[config.mk]
export PLATFORM = sky130hd
export DESIGN_NAME = multdiv_seq
export DESIGN_NICKNAME = d
export VERILOG_FILES = /design/src/rtl/multdiv_seq.sv
export SDC_FILE = /design/constraint.sdc
export NUM_CORES = 1
export LEC_CHECK = 0
export ABC_AREA = 1
export ABC_CLOCK_PERIOD_IN_PS = 2800
export CORE_AREA = 5 5 42 44
export DETAILED_ROUTE_END_ITERATION = 8
export DIE_AREA = 0 0 47 49
export PLACE_DENSITY = 0.78
export SETUP_SLACK_MARGIN = 0.2
export SYNTH_ARGS = -nofsm -noshare
export SYNTH_HDL_FRONTEND = slang
export SYNTH_SLANG_ARGS = --single-unit
[constraint.sdc]
create_clock -name clk -period 2.8 [get_ports clk]
set_input_delay 0.42 -clock clk [delete_from_list [all_inputs] [get_ports clk]]
set_output_delay 0.42 -clock clk [all_outputs]
set_load 0.01 [all_outputs]
[src/rtl/multdiv_seq.sv]
// multdiv_seq: control sequencer for the shared iterative multiply/divide datapath.
//
// It accepts one-cycle start pulses (ctrl_MULT / ctrl_DIV) and walks
// IDLE -> LOAD -> RUN (ITER steps) -> FIX -> DONE -> IDLE. The datapath enables
// (load, step_en, fix_en) and the result handshake are decoded from the state
// register only. A new start in any state restarts the unit from LOAD.
//
// Build option: define MULTDIV_DIVZERO_TRAP_EN to trap divide-by-zero. A trapped
// divide jumps straight to DONE and raises data_exception with the ready pulse.
// Without the macro, divisor_zero is ignored and a divide by zero runs the full
// sequence like any other op.
module multdiv_seq #(
    parameter int ITER = 32,
    parameter int CW   = 6
) (
    input  logic          clk,
    input  logic          reset,
    input  logic          ctrl_MULT,
    input  logic          ctrl_DIV,
    input  logic          divisor_zero,
    input  logic          op_a_neg,
    input  logic          op_b_neg,
    output logic          load,
    output logic          step_en,
    output logic          is_div,
    output logic          negate_result,
    output logic          fix_en,
    output logic [CW-1:0] count,
    output logic          busy,
    output logic          data_resultRDY,
    output logic          data_exception
);

    // The iteration counter has to reach ITER-1 without wrapping early.
    if ((1 << CW) <= ITER) begin : g_bad_cw
        $error("multdiv_seq: CW too small for ITER");
    end

    typedef enum logic [2:0] {
        IDLE,
        LOAD,
        RUN,
        FIX,
        DONE
    } state_t;

    localparam logic [CW-1:0] LAST_STEP = CW'(ITER - 1);

    state_t        state;
    state_t        state_next;
    logic [CW-1:0] count_next;
    logic          start;
    logic          div_sel;
    logic          exc_start;
    logic          is_div_q;
    logic          negate_q;
    logic          exc_q;

    // Start decode: multiply wins when both pulses arrive in the same cycle.
    always_comb begin
        start   = ctrl_MULT | ctrl_DIV;
        div_sel = ctrl_DIV & ~ctrl_MULT;
    end

`ifdef MULTDIV_DIVZERO_TRAP_EN
    // Only a genuine divide (not the multiply-wins case) can trap.
    always_comb begin
        exc_start = div_sel & divisor_zero;
    end

    // Exception latch, reloaded on every start.
    always_ff @(posedge clk or negedge reset) begin
        if (!reset) begin
            exc_q <= 1'b0;
        end else if (start) begin
            exc_q <= exc_start;
        end
    end
`else
    // Trapping disabled: the exception path is tied off.
    logic unused_divisor_zero;
    assign unused_divisor_zero = divisor_zero;

    always_comb begin
        exc_start = 1'b0;
    end

    assign exc_q = 1'b0;
`endif

    // State and iteration counter registers.
    always_ff @(posedge clk or negedge reset) begin
        if (!reset) begin
            state <= IDLE;
            count <= '0;
        end else begin
            state <= state_next;
            count <= count_next;
        end
    end

    // Next-state logic; a start overrides whatever the FSM was doing.
    always_comb begin
        state_next = state;
        count_next = '0;
        if (start) begin
            state_next = exc_start ? DONE : LOAD;
        end else begin
            case (state)
                IDLE: state_next = IDLE;
                LOAD: state_next = RUN;
                RUN: begin
                    if (count == LAST_STEP) begin
                        state_next = FIX;
                    end else begin
                        count_next = count + CW'(1);
                    end
                end
                FIX:     state_next = DONE;
                DONE:    state_next = IDLE;
                default: state_next = IDLE;
            endcase
        end
    end

    // Op-type and sign fix-up latches, captured from the start cycle operands.
    always_ff @(posedge clk or negedge reset) begin
        if (!reset) begin
            is_div_q <= 1'b0;
            negate_q <= 1'b0;
        end else if (start) begin
            is_div_q <= div_sel;
            negate_q <= op_a_neg ^ op_b_neg;
        end
    end

    // Moore output decode; latched fields are hidden while idle so IDLE reads all-zero.
    always_comb begin
        load           = (state == LOAD);
        step_en        = (state == RUN);
        fix_en         = (state == FIX);
        busy           = (state == LOAD) || (state == RUN) || (state == FIX);
        data_resultRDY = (state == DONE);
        data_exception = (state == DONE) && exc_q;
        is_div         = (state != IDLE) && is_div_q;
        negate_result  = (state != IDLE) && negate_q;
    end

endmodule

Yosys cells after proc, flatten, opt, wreduce, memory -nomap -nowiden. Cells that the tools add are included.

Logic and storage cells: 26. Flip-flop bits (word level): 11. Output and inout port bits: 14. Input bits: 7.

Mux-type cells: 6. Bitwise logic cells: 4. Add/subtract/negate cells: 1. Reduce and logical (&&, ||, !) cells: 5. Eq/ne operators: 6.

Operators by type and width (count): two-way mux 6 bit (3); case mux 3 bit (3 select lines) (1); adder 6 x 1 -> 6 bit, second input constant (1); equality test 3 x 2 -> 1 bit, second input constant (2); equality test 6 x 5 -> 1 bit, second input constant (1); two-way mux 3 bit (2); equality test 3 x 1 -> 1 bit, second input constant (1); equality test 3 bit, second input constant (1); inequality test 3 x 1 -> 1 bit, second input constant (1); nonzero test 3 bit (1); logical AND 1 bit (2); logical OR 1 bit (2); AND 1 bit (1); inverter 1 bit (1); OR 1 bit (1); bitwise XOR 1 bit (1).

Depth between registers and ports, before layout. Gate-level depths: netlist of run 1.

Depth after elaboration: 4. Mapped depth: 6. Depth with buffers taken out: 6.

Worst setup path before layout of run 1. No wires, ideal clock.

Path type: reg-to-output. From: register state[2]. To: output port data_resultRDY. Arrival time: 0.782 ns. Slack: 1.598 ns. Cell stages (with the launch flop): 3. Buffers on the path: 0. Cell sequence: dfrtp_1 inv_2 nor3_1.

Word-level cells in the longest chain between the ends: 1.

RTL lines: start: declaration (RTL line 49) `state_t state;`; start signal: assignment (RTL line 97) `state <= state_next;`; equality test 3 bit; end: declaration (RTL line 30) `output logic data_resultRDY,`.

No other way between the ends.

Final worst setup path of run 1.
From: register state[2]. To: output port step_en.

Word-level cells in the longest chain between the ends: 1.

RTL lines: equality test 3 x 2 -> 1 bit (RTL line 140) `step_en = (state == RUN);`; end: declaration (RTL line 24) `output logic step_en,`.

No other way between the ends.

==> impl_results.md, run 1 <==
- Crit path time final: 1960 ps
- Largest net degree at the start of global routing: 12
- CP required: approximately 2400 ps
- Syn Nets: 72
- Setup CP Type: reg2out
- CP max stage delay: 530 ps
- Most frequent cells after synthesis: nor2_1, dfrtp_1, nand2_1
- Vias per inst: 4.41
- Sequential area share after synthesis: 0.482
- FF-to-FF Start: count[0]
- Crit. End Element: output port
- Placed Instances: between 90 and 100
- CTS Hold Bufs: 0
- Max-Cap Viols: 0
- Crit Path Max Fanout: 3
- Unique masters post-synth: 19
- IO buf count: 18
- Fillers: approximately 150
- R2R setup slack: about 1600 ps
- Drt pass-1 iters: 2
- YS warnings: 0
- Combinational Power Share: 0.156
- Multiplexer area fraction after synthesis: 0
- Clock Tree Buf Depth: 2
- Overall Global Routing Usage: 0.111
- Routed len/inst: 10.8 um
- Internal Pwr Total: about 0.25 mW
- Post-Synth Adder-Cell Area: 0.0219
- Gate Count Post-Synth: 64
- Post-synth EDFFs: 0
- Die area: 2300 um^2
- Flop pwr share: 0.522
- Post-synthesis xor/xnor area fraction: 0.0614
- Post-DP HPWL: about 900 um
- Clock-pin slew on the worst setup and hold paths: 70 ps
- Initial antenna violation count: 0
- H-tree depth: 1
- Placed Area: between 700 and 800 um^2
- Worst-Skew Late Latency: approximately 260 ps
- Critical path launch point type: flop
- CTS tree: yes
- Top-count cell post-synth: nor2_1
- Outcome: finished clean
- # DRC: 0
- Slowest-stage cell, CP: clkdlybuf4s50_1
- Final std cells w/o fill: 101
- WL final: 1090 um
- CP arrival: between 1500 and 2000 ps
- Row cnt: 14
- CP bufs+invs: 2
- Worst Skew: around 1.9 ps
- Final Util: 0.563
- Initial core utilization: 0.407
- Setup tns final: 0 ps
- Final setup fails: 0
- Largest cells by area after synthesis: dfrtp_1, nor2_1, nand2_1, inv_1, nor2_4
- Seq cells post-synth: 11
- Final Total Pwr: between 0.3 and 0.4 mW
- CTS Buf Count: 3
- Die X: approximately 47 um
- Sw power: between 0.07 and 0.08 mW
- Switching Fraction: 0.239
- Cell area after layout: 790 um^2
- Fin crit share: 0.700
- Share of layout cells above drive strength 1: 0.129
- CP cell instances: nor2_8, nand2_1, inv_1, clkdlybuf4s50_1
- Post-synth top area share: 0.482
- Syn Area/Cell: between 8 and 9 um^2
- Routability Congestion: between 0.6 and 0.7
- Drt initial violations: 2
- Synthesized area: approximately 570 um^2
- CORE AREA: around 1400 um^2
- Max rail drop VDD: about 0.00029 V
- Layout Nets: 94
- Pre-CTS setup slack: between 1000 and 1500 ps
- Die height: between 40 and 50 um
- Vias: around 450
- Post CTS Setup Buffer Count: 0
- Hold WS: between 400 and 500 ps
- Clock share of power: 0.322
- Clk sinks: 11
- Hold Crit Class: in2async
- Synth area leader: dfrtp_1
- Final setup margin: roughly 840 ps
- Global route overflow: 0
- Vias in the first global route: approximately 450
- Endpoints failing hold: 0
- Largest family of logic cells by synthesized area: simple AND/OR/NAND/NOR gates
- Synth Area in Compound Gates: 0.0526
- RSZ-0062 raised after global routing: false
- Leakage: ~0.35 nW
- Simple-gate share of the synthesized area: 0.296
- Ys flop type: dfrtp_1
- Remaining antenna violation count: 0
- # diodes: 0
- F_max: ~0.51 GHz
- IO Pins: 21
- R2R depth: 6
- Top Family by Delay on Critical Path: buffers and inverters
- Synthesis-to-layout area growth: 38.4%
- First-pass GRT wire length: between 1500 and 2000 um
- Worst reg2reg endpoint: count[5]
- Cts repair resizes: 0
- Fin. max-slew vios: 0
- Clk root buf: clkbuf_4
- Async set-reset flop share out of synthesis: 1.00
- Power per cell area: 408 nW/um^2
==> flip-flops by register name (all words and copies together) (netlist names) <==
register  count
negate_q      1
is_div_q      1
count         6
state         3
==> how the worst max path moves through the flow <==
stage              from  slack (ps)  cells after the start             end
2_1_floorplan  state[2]        1600                      2  data_resultRDY
3_3_place_gp   state[2]        1130                      4         step_en
3_5_place_dp   state[2]        1110                      4         step_en
4_1_cts        state[2]         820                      4         step_en
5_1_grt        state[2]         740                      4            load
6_report       state[2]         840                      4         step_en
==> per-layer routing <==
| layer | part of all wire | up-vias | track usage |
|---|---|---|---|
| met1 | 0.46 | 202 | 0.161 |
| li1 | - | 234 | - |
| met5 | 0 | - | 0 |
| met2 | 0.49 | 9 | 0.152 |
| met4 | 0 | 0 | 0.0415 |
| met3 | 0.050 | 0 | 0.0369 |
==> cell families (layout without fill, tap and decap cells) <==
kind of cell,after synthesis,after routing
buffers and inverters,11,32
adders and majority gates,1,1
and+or+nand+nor,31,31
DFF,11,11
AOI/OAI and AO/OA,5,5
xor gates and xnor gates,4,4
other,1,1
==> worst register-to-register path: stages (launching register included) <==
cell	delay (ps)
dfrtp_1	420
ha_1	240
nand3_1	140
nor2_2	60
nor2_4	140
nand2_1	70
nor2_1	80
==> power by group through the flow <==
stage	clock (mW)	combinational, mW	sequential [mW]
2_1_floorplan	0	0.0241	0.170
3_3_place_gp	0	0.0500	0.171
3_5_place_dp	0	0.0511	0.171
4_1_cts	0.107	0.0513	0.168
5_1_grt	0.121	0.0548	0.169
6_report	0.104	0.0501	0.168
==> cell usage in the layout (no fill, tap or decap), types with 2 or more instances in the layout <==
| master | n |
|---|---|
| xnor2_1 | 2 |
| inv_2 | 3 |
| clkdlybuf4s50_1 | 18 |
| nand2_1 | 9 |
| dfrtp_1 | 11 |
| a21boi_1 | 2 |
| nor2_1 | 13 |
| inv_1 | 7 |
| clkbuf_4 | 3 |
| nand3_1 | 3 |
| xor2_1 | 2 |
| nor2_4 | 2 |
| o21ai_1 | 2 |
==> cell type report <==
| cell class | instances | area [um^2] | share of cell area |
|---|---|---|---|
| timing repair buffer | 18 | 180 | 0.228 |
| inverter | 10 | 37.5 | 0.0475 |
| multi-input combinational | 42 | 250 | 0.317 |
| sequential | 11 | 275 | 0.349 |
| tap | 16 | 20.0 | 0.0254 |
| clock buffer | 4 | 26.3 | 0.0333 |
No activity file was read; power rests on OpenSTA's default activity.
==> inputs of run 2 (changes only) <==
Settings changed: ABC_CLOCK_PERIOD_IN_PS 2800 to 1700, CORE_AREA 5 5 42 44 to 5 5 46 48, DIE_AREA 0 0 47 49 to 0 0 51 53, PLACE_DENSITY 0.78 to 0.68.
Clock period 2.8 ns to 1.7 ns, I/O delays scaled along.
==> run 2 against run 1 <==
Net effect:
- worst setup slack lost 610 ps
- sequential cell count is the same
- highest routed layer is now met4
- via count grew 13%
- largest power group unchanged
==> impl_results.md, run 2 (synthesized netlist as in run 1, its figures left out) <==
- Routability Congestion: approximately 0.75
- CP arrival: about 1200 ps
- Endpoints failing hold: 0
- Register with the most flip-flops: count
- IO Pins: 21
- Final Util: 0.517
- Least-Margin Pin Slew: roughly 500 ps
- Clk root buf: clkbuf_4
- Largest net degree at the start of global routing: 12
- Post-DP HPWL: between 900 and 1000 um
- Row cnt: 15
- R2R depth: 7
- Power per cell area: roughly 640 nW/um^2
- Hold Crit Class: in2async
- Leakage: 0.426 nW
- Placed Instances: between 90 and 100
- H-tree depth: 1
- Flip-flop count of the largest register after layout: 6
- Worst-Skew Late Latency: roughly 270 ps
- Die height: about 53 um
- Critical path launch point type: flop
- IO buf count: 18
- CORE AREA: about 1700 um^2
- WL final: around 1300 um
- F_max: 0.681 GHz
- Final setup fails: 0
- Fin crit share: 0.864
- Layout Nets: approximately 100
- # DRC: 0
- Initial core utilization: 0.342
- RSZ-0062 raised after global routing: true
- Outcome: finished clean
- Vias per inst: roughly 4.5
- Routed len/inst: approximately 12 um
- Vias: 505
- Crit. End Element: output port
- Fillers: 148
- Remaining antenna violation count: 0
- Crit Path Max Fanout: 3
- Die area: ~2700 um^2
- First-pass GRT wire length: about 2100 um
- CTS tree: yes
- Most common cell after layout, fill and taps aside: nor2_1
- CTS Hold Bufs: 0
- CTS Buf Count: 3
- Setup CP Type: reg2out
- Final Total Pwr: ~0.55 mW
- Die X: just over 50 um
- Initial antenna violation count: 0
- Share of layout cells above drive strength 1: 0.295
- Slew HR: 0.665
- CP required: around 1400 ps
- Max rail drop VDD: between 0.0003 and 0.0004 V
- Crit path time final: between 1000 and 1500 ps
- Max-Cap Viols: 0
- Clock-pin slew on the worst setup and hold paths: roughly 70 ps
- Clock Tree Buf Depth: 2
- Final std cells w/o fill: between 100 and 150
- Most frequent cells in the layout: nor2_1, dfrtp_1, clkdlybuf4s50_1
- Top flop regs: count x6, state x3
- Drt initial violations: 4
- Setup tns final: 0 ps
- # diodes: 0
- Vias in the first global route: 500
- Overall Global Routing Usage: 0.116
- Global route overflow: 0
- Worst Skew: 4.43 ps
- Fin. max-slew vios: 0
- Synthesis-to-layout area growth: 51.3%
- Drt pass-1 iters: 4
- Clk sinks: 11
run 2: cell type report:
class | instances | area, um^2 | share of cell area
flip-flops and latches | 11 | 277 | 0.320
multi-input cells | 42 | 258 | 0.299
repair buffers | 28 | 241 | 0.280
inverters | 10 | 40.0 | 0.0464
clock buffers | 4 | 26.3 | 0.0304
well taps | 17 | 21.3 | 0.0246
run 2: timing repair:
item                                   CTS  global route
setup endpoints to repair               12             5
gates resized for setup                 12            10
endpoints found under the hold margin    0             0
setup buffers                            8             2
run 2: metal layers:
metal	up-vias	GRT usage	part of all wire
li1	254	-	-
met1	231	0.123	0.41
met2	15	0.189	0.52
met3	5	0.0254	0.031
met4	0	0.108	0.041
met5	-	0	0
run 2: power breakdown:
part           internal, mW  total, mW  switching [mW]
Combinational        0.0479     0.0930          0.0452
Sequential            0.270      0.276         0.00577
Clock                0.0910      0.182          0.0914
run 2: final timing paths:
path	from	to	slack (ps)
max in group asynchronous	reset	state[2]	1020
min in group clk	is_div_q	is_div_q	500
max reg2reg	count[0]	count[3]	390
min reg2reg	is_div_q	is_div_q	500
min	reset	count[5]	310
max	state[0]	step_en	230
run 2: metrics by stage:
step / cell area [um^2] / worst slack, ps / hold WS (ps)
after floorplan: 571 / 550 / -40.6
after detailed placement: 764 / 182 / 493
final: 863 / 231 / 312
after global placement: 764 / 190 / 472
after CTS: 842 / 27.7 / 326
after global routing: 863 / 162 / 344
run 2: critical path, stage by stage (launching register included):
cell and delay, ps:
dfrtp_1 400, buf_6 130, buf_4 130, inv_4 40, nand2_1 60, inv_1 50, buf_2 120
